$ cat src/rtl/data_bus_arbiter_if.sv
// Signal bundle between the arbiter and its surroundings (two masters plus data_mem).
// The slave modport is the arbiter's view. The master modport is the view of the
// system around it: the cores drive the m* requests and data_mem drives s_dat_i/s_ack_i.
interface data_bus_arbiter_if #(
   parameter int unsigned AW = 8,
   parameter int unsigned DW = 8
);
   // Master 0 (Gumnut data port)
   logic          m0_cyc_i;
   logic          m0_stb_i;
   logic          m0_we_i;
   logic [AW-1:0] m0_adr_i;
   logic [DW-1:0] m0_dat_i;
   logic [DW-1:0] m0_dat_o;
   logic          m0_ack_o;
   logic          m0_err_o;

   // Master 1 (auxiliary: DMA / debug loader)
   logic          m1_cyc_i;
   logic          m1_stb_i;
   logic          m1_we_i;
   logic [AW-1:0] m1_adr_i;
   logic [DW-1:0] m1_dat_i;
   logic [DW-1:0] m1_dat_o;
   logic          m1_ack_o;
   logic          m1_err_o;

   // Shared slave bus towards data_mem
   logic          s_cyc_o;
   logic          s_stb_o;
   logic          s_we_o;
   logic [AW-1:0] s_adr_o;
   logic [DW-1:0] s_dat_o;
   logic [DW-1:0] s_dat_i;
   logic          s_ack_i;

   logic [1:0]    grant_o;

   modport slave (
      input  m0_cyc_i, m0_stb_i, m0_we_i, m0_adr_i, m0_dat_i,
      output m0_dat_o, m0_ack_o, m0_err_o,
      input  m1_cyc_i, m1_stb_i, m1_we_i, m1_adr_i, m1_dat_i,
      output m1_dat_o, m1_ack_o, m1_err_o,
      output s_cyc_o, s_stb_o, s_we_o, s_adr_o, s_dat_o,
      input  s_dat_i, s_ack_i,
      output grant_o
   );

   modport master (
      output m0_cyc_i, m0_stb_i, m0_we_i, m0_adr_i, m0_dat_i,
      input  m0_dat_o, m0_ack_o, m0_err_o,
      output m1_cyc_i, m1_stb_i, m1_we_i, m1_adr_i, m1_dat_i,
      input  m1_dat_o, m1_ack_o, m1_err_o,
      input  s_cyc_o, s_stb_o, s_we_o, s_adr_o, s_dat_o,
      output s_dat_i, s_ack_i,
      input  grant_o
   );
endinterface

$ cat src/rtl/data_bus_arbiter.sv
// Two-master round-robin arbiter for the data memory bus. The grant is held for a
// whole cyc, and each access that gets no ack within TIMEOUT strobe cycles is
// answered with a one-cycle error pulse instead of hanging the requester.
module data_bus_arbiter #(
   parameter int unsigned AW      = 8,
   parameter int unsigned DW      = 8,
   parameter int unsigned TIMEOUT = 15
) (
   input logic               clk_i,
   input logic               rst_i,
   data_bus_arbiter_if.slave bus
);

   localparam int unsigned CW = $clog2(TIMEOUT + 1);

   typedef enum logic [1:0] {StIdle, StGnt0, StGnt1} state_e;

   state_e        state_q, state_d;
   logic          last_owner_q, last_owner_d;
   logic [CW-1:0] cnt_q, cnt_d;

   logic          own_cyc;
   logic          own_stb;
   logic          own_we;
   logic [AW-1:0] own_adr;
   logic [DW-1:0] own_dat;
   logic          in_gnt;
   logic          err_now;
   logic          s_stb;

   // Select the current owner's request signals; zeros when nobody owns the bus.
   always_comb begin
      own_cyc = 1'b0;
      own_stb = 1'b0;
      own_we  = 1'b0;
      own_adr = '0;
      own_dat = '0;
      in_gnt  = 1'b0;
      case (state_q)
         StGnt0: begin
            own_cyc = bus.m0_cyc_i;
            own_stb = bus.m0_stb_i;
            own_we  = bus.m0_we_i;
            own_adr = bus.m0_adr_i;
            own_dat = bus.m0_dat_i;
            in_gnt  = 1'b1;
         end
         StGnt1: begin
            own_cyc = bus.m1_cyc_i;
            own_stb = bus.m1_stb_i;
            own_we  = bus.m1_we_i;
            own_adr = bus.m1_adr_i;
            own_dat = bus.m1_dat_i;
            in_gnt  = 1'b1;
         end
         default: ;
      endcase
   end

   // Timeout detection; an ack arriving on the limit cycle wins over the error.
   always_comb begin
      err_now = in_gnt && (cnt_q == CW'(TIMEOUT)) && !bus.s_ack_i;
      s_stb   = own_stb && !err_now;
   end

   // Drive the slave bus and route ack/err/read data back to the owner only.
   always_comb begin
      bus.s_cyc_o  = own_cyc;
      bus.s_stb_o  = s_stb;
      bus.s_we_o   = own_we;
      bus.s_adr_o  = own_adr;
      bus.s_dat_o  = own_dat;
      bus.m0_ack_o = 1'b0;
      bus.m0_err_o = 1'b0;
      bus.m0_dat_o = '0;
      bus.m1_ack_o = 1'b0;
      bus.m1_err_o = 1'b0;
      bus.m1_dat_o = '0;
      bus.grant_o  = 2'b00;
      if (state_q == StGnt0) begin
         bus.m0_ack_o = bus.s_ack_i && s_stb;
         bus.m0_err_o = err_now;
         bus.m0_dat_o = bus.s_dat_i;
         bus.grant_o  = 2'b01;
      end else if (state_q == StGnt1) begin
         bus.m1_ack_o = bus.s_ack_i && s_stb;
         bus.m1_err_o = err_now;
         bus.m1_dat_o = bus.s_dat_i;
         bus.grant_o  = 2'b10;
      end
   end

   // Arbitration: round-robin on ties, hold while the owner keeps cyc, hand off directly.
   always_comb begin
      state_d      = state_q;
      last_owner_d = last_owner_q;
      case (state_q)
         StIdle: begin
            if (bus.m0_cyc_i && bus.m1_cyc_i) begin
               state_d = last_owner_q ? StGnt0 : StGnt1;
            end else if (bus.m0_cyc_i) begin
               state_d = StGnt0;
            end else if (bus.m1_cyc_i) begin
               state_d = StGnt1;
            end
         end
         StGnt0: begin
            last_owner_d = 1'b0;
            if (!bus.m0_cyc_i) begin
               state_d = bus.m1_cyc_i ? StGnt1 : StIdle;
            end
         end
         StGnt1: begin
            last_owner_d = 1'b1;
            if (!bus.m1_cyc_i) begin
               state_d = bus.m0_cyc_i ? StGnt0 : StIdle;
            end
         end
         default: state_d = StIdle;
      endcase
   end

   // Count strobe cycles still waiting for an ack; any ack, idle strobe or regrant restarts it.
   always_comb begin
      if ((state_d != state_q) || bus.s_ack_i || !s_stb) begin
         cnt_d = '0;
      end else begin
         cnt_d = cnt_q + CW'(1);
      end
   end

   // State registers; reset favours master 0 on the first tie.
   always_ff @(posedge clk_i or posedge rst_i) begin
      if (rst_i) begin
         state_q      <= StIdle;
         last_owner_q <= 1'b1;
         cnt_q        <= '0;
      end else begin
         state_q      <= state_d;
         last_owner_q <= last_owner_d;
         cnt_q        <= cnt_d;
      end
   end

endmodule

$ cat src/flat_wrapper.sv
// flat-port wrapper written by rule: the top's interface ports become plain ports
module data_bus_arbiter_flat 
#(
   parameter int unsigned AW      = 8,
   parameter int unsigned DW      = 8,
   parameter int unsigned TIMEOUT = 15
)
  (clk_i, rst_i, bus_m0_cyc_i, bus_m0_stb_i, bus_m0_we_i, bus_m0_adr_i, bus_m0_dat_i, bus_m0_dat_o, bus_m0_ack_o, bus_m0_err_o, bus_m1_cyc_i, bus_m1_stb_i, bus_m1_we_i, bus_m1_adr_i, bus_m1_dat_i, bus_m1_dat_o, bus_m1_ack_o, bus_m1_err_o, bus_s_cyc_o, bus_s_stb_o, bus_s_we_o, bus_s_adr_o, bus_s_dat_o, bus_s_dat_i, bus_s_ack_i, bus_grant_o);
  data_bus_arbiter_if #(.AW(AW), .DW(DW)) bus_i ();
  input logic clk_i;
  input logic rst_i;
  input wire logic [$bits(bus_i.m0_cyc_i)-1:0] bus_m0_cyc_i;
  input wire logic [$bits(bus_i.m0_stb_i)-1:0] bus_m0_stb_i;
  input wire logic [$bits(bus_i.m0_we_i)-1:0] bus_m0_we_i;
  input wire logic [$bits(bus_i.m0_adr_i)-1:0] bus_m0_adr_i;
  input wire logic [$bits(bus_i.m0_dat_i)-1:0] bus_m0_dat_i;
  output wire logic [$bits(bus_i.m0_dat_o)-1:0] bus_m0_dat_o;
  output wire logic [$bits(bus_i.m0_ack_o)-1:0] bus_m0_ack_o;
  output wire logic [$bits(bus_i.m0_err_o)-1:0] bus_m0_err_o;
  input wire logic [$bits(bus_i.m1_cyc_i)-1:0] bus_m1_cyc_i;
  input wire logic [$bits(bus_i.m1_stb_i)-1:0] bus_m1_stb_i;
  input wire logic [$bits(bus_i.m1_we_i)-1:0] bus_m1_we_i;
  input wire logic [$bits(bus_i.m1_adr_i)-1:0] bus_m1_adr_i;
  input wire logic [$bits(bus_i.m1_dat_i)-1:0] bus_m1_dat_i;
  output wire logic [$bits(bus_i.m1_dat_o)-1:0] bus_m1_dat_o;
  output wire logic [$bits(bus_i.m1_ack_o)-1:0] bus_m1_ack_o;
  output wire logic [$bits(bus_i.m1_err_o)-1:0] bus_m1_err_o;
  output wire logic [$bits(bus_i.s_cyc_o)-1:0] bus_s_cyc_o;
  output wire logic [$bits(bus_i.s_stb_o)-1:0] bus_s_stb_o;
  output wire logic [$bits(bus_i.s_we_o)-1:0] bus_s_we_o;
  output wire logic [$bits(bus_i.s_adr_o)-1:0] bus_s_adr_o;
  output wire logic [$bits(bus_i.s_dat_o)-1:0] bus_s_dat_o;
  input wire logic [$bits(bus_i.s_dat_i)-1:0] bus_s_dat_i;
  input wire logic [$bits(bus_i.s_ack_i)-1:0] bus_s_ack_i;
  output wire logic [$bits(bus_i.grant_o)-1:0] bus_grant_o;
  assign bus_i.m0_cyc_i = bus_m0_cyc_i;
  assign bus_i.m0_stb_i = bus_m0_stb_i;
  assign bus_i.m0_we_i = bus_m0_we_i;
  assign bus_i.m0_adr_i = bus_m0_adr_i;
  assign bus_i.m0_dat_i = bus_m0_dat_i;
  assign bus_m0_dat_o = bus_i.m0_dat_o;
  assign bus_m0_ack_o = bus_i.m0_ack_o;
  assign bus_m0_err_o = bus_i.m0_err_o;
  assign bus_i.m1_cyc_i = bus_m1_cyc_i;
  assign bus_i.m1_stb_i = bus_m1_stb_i;
  assign bus_i.m1_we_i = bus_m1_we_i;
  assign bus_i.m1_adr_i = bus_m1_adr_i;
  assign bus_i.m1_dat_i = bus_m1_dat_i;
  assign bus_m1_dat_o = bus_i.m1_dat_o;
  assign bus_m1_ack_o = bus_i.m1_ack_o;
  assign bus_m1_err_o = bus_i.m1_err_o;
  assign bus_s_cyc_o = bus_i.s_cyc_o;
  assign bus_s_stb_o = bus_i.s_stb_o;
  assign bus_s_we_o = bus_i.s_we_o;
  assign bus_s_adr_o = bus_i.s_adr_o;
  assign bus_s_dat_o = bus_i.s_dat_o;
  assign bus_i.s_dat_i = bus_s_dat_i;
  assign bus_i.s_ack_i = bus_s_ack_i;
  assign bus_grant_o = bus_i.grant_o;
  data_bus_arbiter #(.AW(AW), .DW(DW), .TIMEOUT(TIMEOUT)) u_core (.clk_i(clk_i), .rst_i(rst_i), .bus(bus_i));
endmodule
$ cat config.mk
export PLATFORM = sky130hd
export DESIGN_NAME = data_bus_arbiter_flat
export DESIGN_NICKNAME = d
export VERILOG_FILES = /design/src/rtl/data_bus_arbiter_if.sv /design/src/rtl/data_bus_arbiter.sv /design/src/flat_wrapper.sv
export SDC_FILE = /design/constraint.sdc
export NUM_CORES = 1
export LEC_CHECK = 0
export CORE_MARGIN = 3
export CORE_UTILIZATION = 32
export DETAILED_ROUTE_END_ITERATION = 6
export PLACE_DENSITY_LB_ADDON = 0.15
export SLEW_MARGIN = 20
export SYNTH_ARGS = -nofsm -noshare
export SYNTH_HDL_FRONTEND = slang
export SYNTH_SLANG_ARGS = --single-unit
$ cat constraint.sdc
create_clock -name clk_i -period 3.98 [get_ports clk_i]
set_clock_uncertainty 0.2 [all_clocks]
set_input_delay 0.398 -clock clk_i [delete_from_list [all_inputs] [get_ports clk_i]]
set_output_delay 0.398 -clock clk_i [all_outputs]
set_load 0.03 [all_outputs]
# After elaboration in Yosys (flattened, before gate mapping)
# Index checks and enable logic that the tools add are counted.
[word_totals]
wordCells = 49
inputBits = 49
rom_bits = 0
memories = 0
latch_bits = 0
output_inout_bits = 41
register_bits = 7
ram_bits = 0
[op_classes]
muxes = 28
reduce_logical = 13
order_cmp = 0
multipliers = 0
n_div = 0
shift = 0
add_sub_neg = 1
n_eq_ne = 4
bitwise = 0
[op_table]
columns = ["cell", "count"]
rows = [
  ["$pmux 8 s2", 2],
  ["$mux 8", 3],
  ["$mux 2", 9],
  ["$mux 1", 8],
  ["$pmux 1 s2", 4],
  ["$pmux 2 s3", 1],
  ["$logic_and 1x1->1", 5],
  ["$add 4x1->4 const B", 1],
  ["$eq 4x4->1 const B", 1],
  ["$mux 4", 1],
  ["$logic_not 1->1", 3],
  ["$eq 2x1->1 const B", 1],
  ["$eq 2x2->1 const B", 1],
  ["$logic_not 2->1", 1],
  ["$logic_or 1x1->1", 2],
  ["$ne 2x2->1", 1],
  ["$reduce_bool 2->1", 1],
  ["$reduce_or 2->1", 1],
]

# Logic depth before layout (Yosys ltp)
# Gate-level depths: netlist of run 1.
[logic_depth]
ltp_word = 10
ltp_mapped = 7
mapped_depth_nobuf = 6

# Worst setup path after synthesis of run 1
# OpenSTA, ideal clock, no wires.
[synth_path]
kind = "register -> output"
from = "register u_core.state_q[0]"
to = "output port bus_m1_err_o"
setup_slack_ns = 1.450
path_stages_with_launch = 5
arrival_ns = 1.932
n_path_buf = 0
required_time_ns = 3.382
path_cell_list = "dfrtp_1 -> inv_1 -> ha_1 -> nand4_1 -> nor4_1"
[synth_via]
elab_chain_cells = 7
elab_cells_between_ends = 8
classes_between = "eq/ne (2); mux (3); reduce/logical (3)"
[synth_lines]
columns = ["item", "line", "text"]
rows = [
  ["from (decl)", "data_bus_arbiter.sv:18", "state_e state_q, state_d;"],
  ["from (signal assigned)", "data_bus_arbiter.sv:135", "state_q <= StIdle;"],
  ["from (signal assigned)", "data_bus_arbiter.sv:139", "state_q <= state_d;"],
  ["$eq 2x2->1 / $eq 2x1->1 (equally long branches)", "data_bus_arbiter.sv:39", "case (state_q)"],
  ["$reduce_or 2->1 (no source line) *", "-", ""],
  ["$mux 1 *", "data_bus_arbiter.sv:39", ""],
  ["net u_core.in_gnt", "data_bus_arbiter.sv:27", "logic in_gnt;"],
  ["$logic_and 1x1->1 * (2 in series)", "data_bus_arbiter.sv:62", "err_now = in_gnt && (cnt_q == CW'(TIMEOUT)) && !bus.s_ack_i;"],
  ["$mux 1 *", "data_bus_arbiter.sv:85", "end else if (state_q == StGnt1) begin"],
  ["$mux 1 *", "data_bus_arbiter.sv:80", "if (state_q == StGnt0) begin"],
  ["to (decl)", "flat_wrapper.sv:27", "output wire logic [$bits(bus_i.m1_err_o)-1:0] bus_m1_err_o;"],
]
# The timed path passes the listed nets; every way through them passes the cells marked *.

# Final worst setup path of run 1
[layout_path]
from = "register u_core.state_q[1]"
to = "output port bus_s_dat_o[6]"
[layout_via]
elab_chain_cells = 2
elab_cells_between_ends = 3
classes_between = "eq/ne (2); mux (1)"
[layout_lines]
columns = ["item", "line", "text"]
rows = [
  ["$eq 2x2->1 / $eq 2x1->1 (equally long branches)", "data_bus_arbiter.sv:39", ""],
  ["$pmux 8 s2 *", "data_bus_arbiter.sv:39", ""],
  ["to (decl)", "flat_wrapper.sv:32", "output wire logic [$bits(bus_i.s_dat_o)-1:0] bus_s_dat_o;"],
]
# Every way passes the cells marked *; elsewhere a longest branch is shown, timed or not.

==> reports/qor.csv, run 1 <==
metric;value;unit
synthesized net count;161;
post-synth top area share;18.10;%
number of global-route vias before repair;1123;
IO Count;90;
die width;59.61;microns
fin nets;249;
worst skew pair latency;250;ps
pwr dens;599.0;mW/mm^2
required time worst endpoint;3380;ps
Final Setup Violations;0;
DRC violations left;0;
Place WS;835.9;ps
total wire length;3542;microns
layout cells sized above 1;6.250;%
number of setup buffers added after CTS;0;
Synth area leader;a22o_1;
synthesized cell area;919.6;sq um
Max Fclk;293.8;MHz
Die Span Y;59.61;microns
Slew Limit Fails;0;
CP endpoint kind;primary output;
Die ar.;0.003553;sq mm
final worst path period share;85.52;%
Leakage Power;0.7426;nW
vias;1159;
Post-Syn Area per Cell;8.758;sq um
part of the power in registers;10.3;%
Min-Delay Path Class;in2async;
DP HPWL;3023;microns
Post-CTS Resized;0;
Switching Fraction;52.53;%
P_sw;580.8;uW
crit path time final;3404;ps
Slew headroom;60.97;%
first-pass GRT wire length;5168;microns
Pre-Repair DR Iteration Count;4;
Critical Path AT;2810;ps
crit path kind;reg2out;
port bufs;89;
Rows;18;
max cap viols;0;
Wirelength per Cell;15.95;microns
VDD IR max;0.0004777;V
Sink Count;7;
top post-synthesis cells by area;a22o_1, dfrtp_1, and2_1, ha_1, nor4_2;
diode count;0;
Routed Antenna Nets;0;
core box area;0.002613;sq mm
CTS buffer count;3;
Internal;524.8;uW
post-layout instance count excluding filler cells;222;
post-synthesis sequential area ratio;19.18;%
Area growth syn-to-layout;100.7;%
Starting Density;35.20;%
DR vias/cell;5.221;
CTS tree;yes;
DR iter-0 viols;51;
RSZ-0062 raised after global routing;no;
CP startpoint kind;flip-flop;
all-layer global routing usage;18.79;%
root buffer cell;clkbuf_4;
final hold viol count;0;
Reg clk slew, reported paths;50;ps
worst-path fanout max;17;
clk buf depth;2;
post-synthesis cell count;105;
worst reg2reg path depth;6;
setup ws final;576.1;ps
total negative setup slack;0;ps
initial antenna violation count;0;
Worst-Margin Slew;585.5;ps
Hold Buf Count CTS;0;
largest net degree at the start of global routing;18;
register bit count reported by yosys;7;
H-tree levels;1;
Routability Congestion;0.8921;
Syn. warnings;0;
status;complete, no violations;
Clock Power Share;5.7;%
post-synthesis cell type count;33;
gr ovfl total;0;
Comb pwr share;84.0;%
placed insts;218;
synth_stat cells:
master    count
a21oi_1       3
a22o_1       19
a22oi_1       2
a31oi_1       1
a32oi_1       1
and2_1       19
and2b_1       1
and3_1        2
and3b_1       1
and3b_2       1
buf_2         5
clkbuf_1      1
dfrtp_1       6
dfstp_2       1
ha_1          7
inv_1         6
mux2_2        1
nand2_1       1
nand2b_1      2
nand3_1       2
nand4_1       1
nor2_1        7
nor2b_1       2
nor3b_1       1
nor4_1        1
nor4_2        3
nor4b_2       1
o211a_1       1
o211ai_4      1
o21ai_0       2
o32ai_4       1
xnor2_1       1
xor2_1        1
sequential cells by signal (all words and copies together), names as in the netlist:
register             cells
u_core.state_q           2
u_core.cnt_q             4
u_core.last_owner_q      1
worst max-delay path, cell delays in order, from the launching register on:
cell and delay [ps]:
dfrtp_1 460, inv_1 170, ha_1 430, and2_1 570
a22o_1 230, clkdlybuf4s50_1 680
through the flow:
step	instance area, sq um	power [mW]	hold slack [ps]	utilization (%)
2_1_floorplan	919.6	0.7078	0.6716	-
3_3_place_gp	1819	1.032	277.2	69.64
3_5_place_dp	1819	1.048	285.9	69.64
4_1_cts	1846	1.114	181.7	70.64
5_1_grt	1846	1.172	210.9	70.64
6_report	1846	1.106	179.3	70.64
layout make-up:
cell class	instances	area, sq um
Sequential cell	7	176.4
Clock buffer	4	26.28
Multi-Input combinational cell	86	691.9
Inverter	6	22.52
Fill cell	205	767.0
Tap cell	30	37.54
Timing Repair Buffer	89	890.9
power groups by stage:
stage               logic (mW)  registers (mW)  clock network, mW
floorplan                0.601           0.107                  0
global placement         0.921           0.111                  0
detailed placement       0.933           0.115                  0
CTS                      0.936           0.113             0.0652
global route             0.987           0.115             0.0691
finish                   0.929           0.114             0.0628
cell usage in the layout, fill, tap and decap left out, drive strengths merged:
cell type	synthesis	routed
dfstp	1	1
mux2	1	1
o211a	1	1
nor4	4	4
nand2	1	1
nand4	1	1
xnor2	1	1
nor4b	1	1
o21ai	2	2
o32ai	1	1
nand2b	2	2
a32oi	1	1
o211ai	1	1
nor2b	2	2
and3	2	2
xor2	1	1
a31oi	1	1
a21oi	3	3
and2b	1	1
clkdlybuf4s50	0	89
a22oi	2	2
and2	19	19
dfrtp	6	6
nand3	2	2
nor3b	1	1
clkbuf	1	4
ha	7	7
inv	6	6
a22o	19	19
and3b	2	2
nor2	7	7
worst paths after layout:
check / start / slack [ps] / to
min reg2reg: u_core.cnt_q[0] / 300 / u_core.cnt_q[0]
max reg2reg: u_core.state_q[1] / 1770 / u_core.cnt_q[2]
max: u_core.state_q[1] / 580 / bus_s_dat_o[6]
min in group clk_i: u_core.cnt_q[0] / 300 / u_core.cnt_q[0]
min: rst_i / 180 / u_core.cnt_q[2]
max in group asynchronous: rst_i / 3130 / u_core.last_owner_q
per-layer routing:
layer | GRT usage (%) | up-vias | wire length (microns)
li1 | - | 563 | -
met1 | 21.81 | 534 | 1434
met2 | 34.48 | 60 | 1758
met3 | 5.011 | 2 | 336
met4 | 3.481 | 0 | 12
met5 | 0 | - | 0
logic make-up after synthesis:
group	share of synthesized area, %
and+or+nand+nor	32.11
DFF	19.18
xor gates and xnor gates	1.905
adders and majority gates	9.523
AOI/OAI and AO/OA	30.48
buffers and inverters	5.577
muxes	1.224
(Power assumes the default switching activity.)
==> run 2: changes to the inputs <==
--- a/config.mk
+++ b/config.mk
@@ -8,6 +8,7 @@
 export CORE_MARGIN = 3
 export CORE_UTILIZATION = 32
 export DETAILED_ROUTE_END_ITERATION = 6
+export GPL_ROUTABILITY_DRIVEN = 1
 export PLACE_DENSITY_LB_ADDON = 0.15
 export SLEW_MARGIN = 20
 export SYNTH_ARGS = -nofsm -noshare
==> results of run 2 <==
Same layout as run 1: the final DEF is identical, and so are final timing and power.
==> run 3: changes to the inputs <==
--- a/config.mk
+++ b/config.mk
@@ -5,6 +5,7 @@
 export SDC_FILE = /design/constraint.sdc
 export NUM_CORES = 1
 export LEC_CHECK = 0
+export CAP_MARGIN = 5
 export CORE_MARGIN = 3
 export CORE_UTILIZATION = 32
 export DETAILED_ROUTE_END_ITERATION = 6
==> results of run 3 <==
Same layout as run 1: the final DEF is identical, and so are final timing and power.
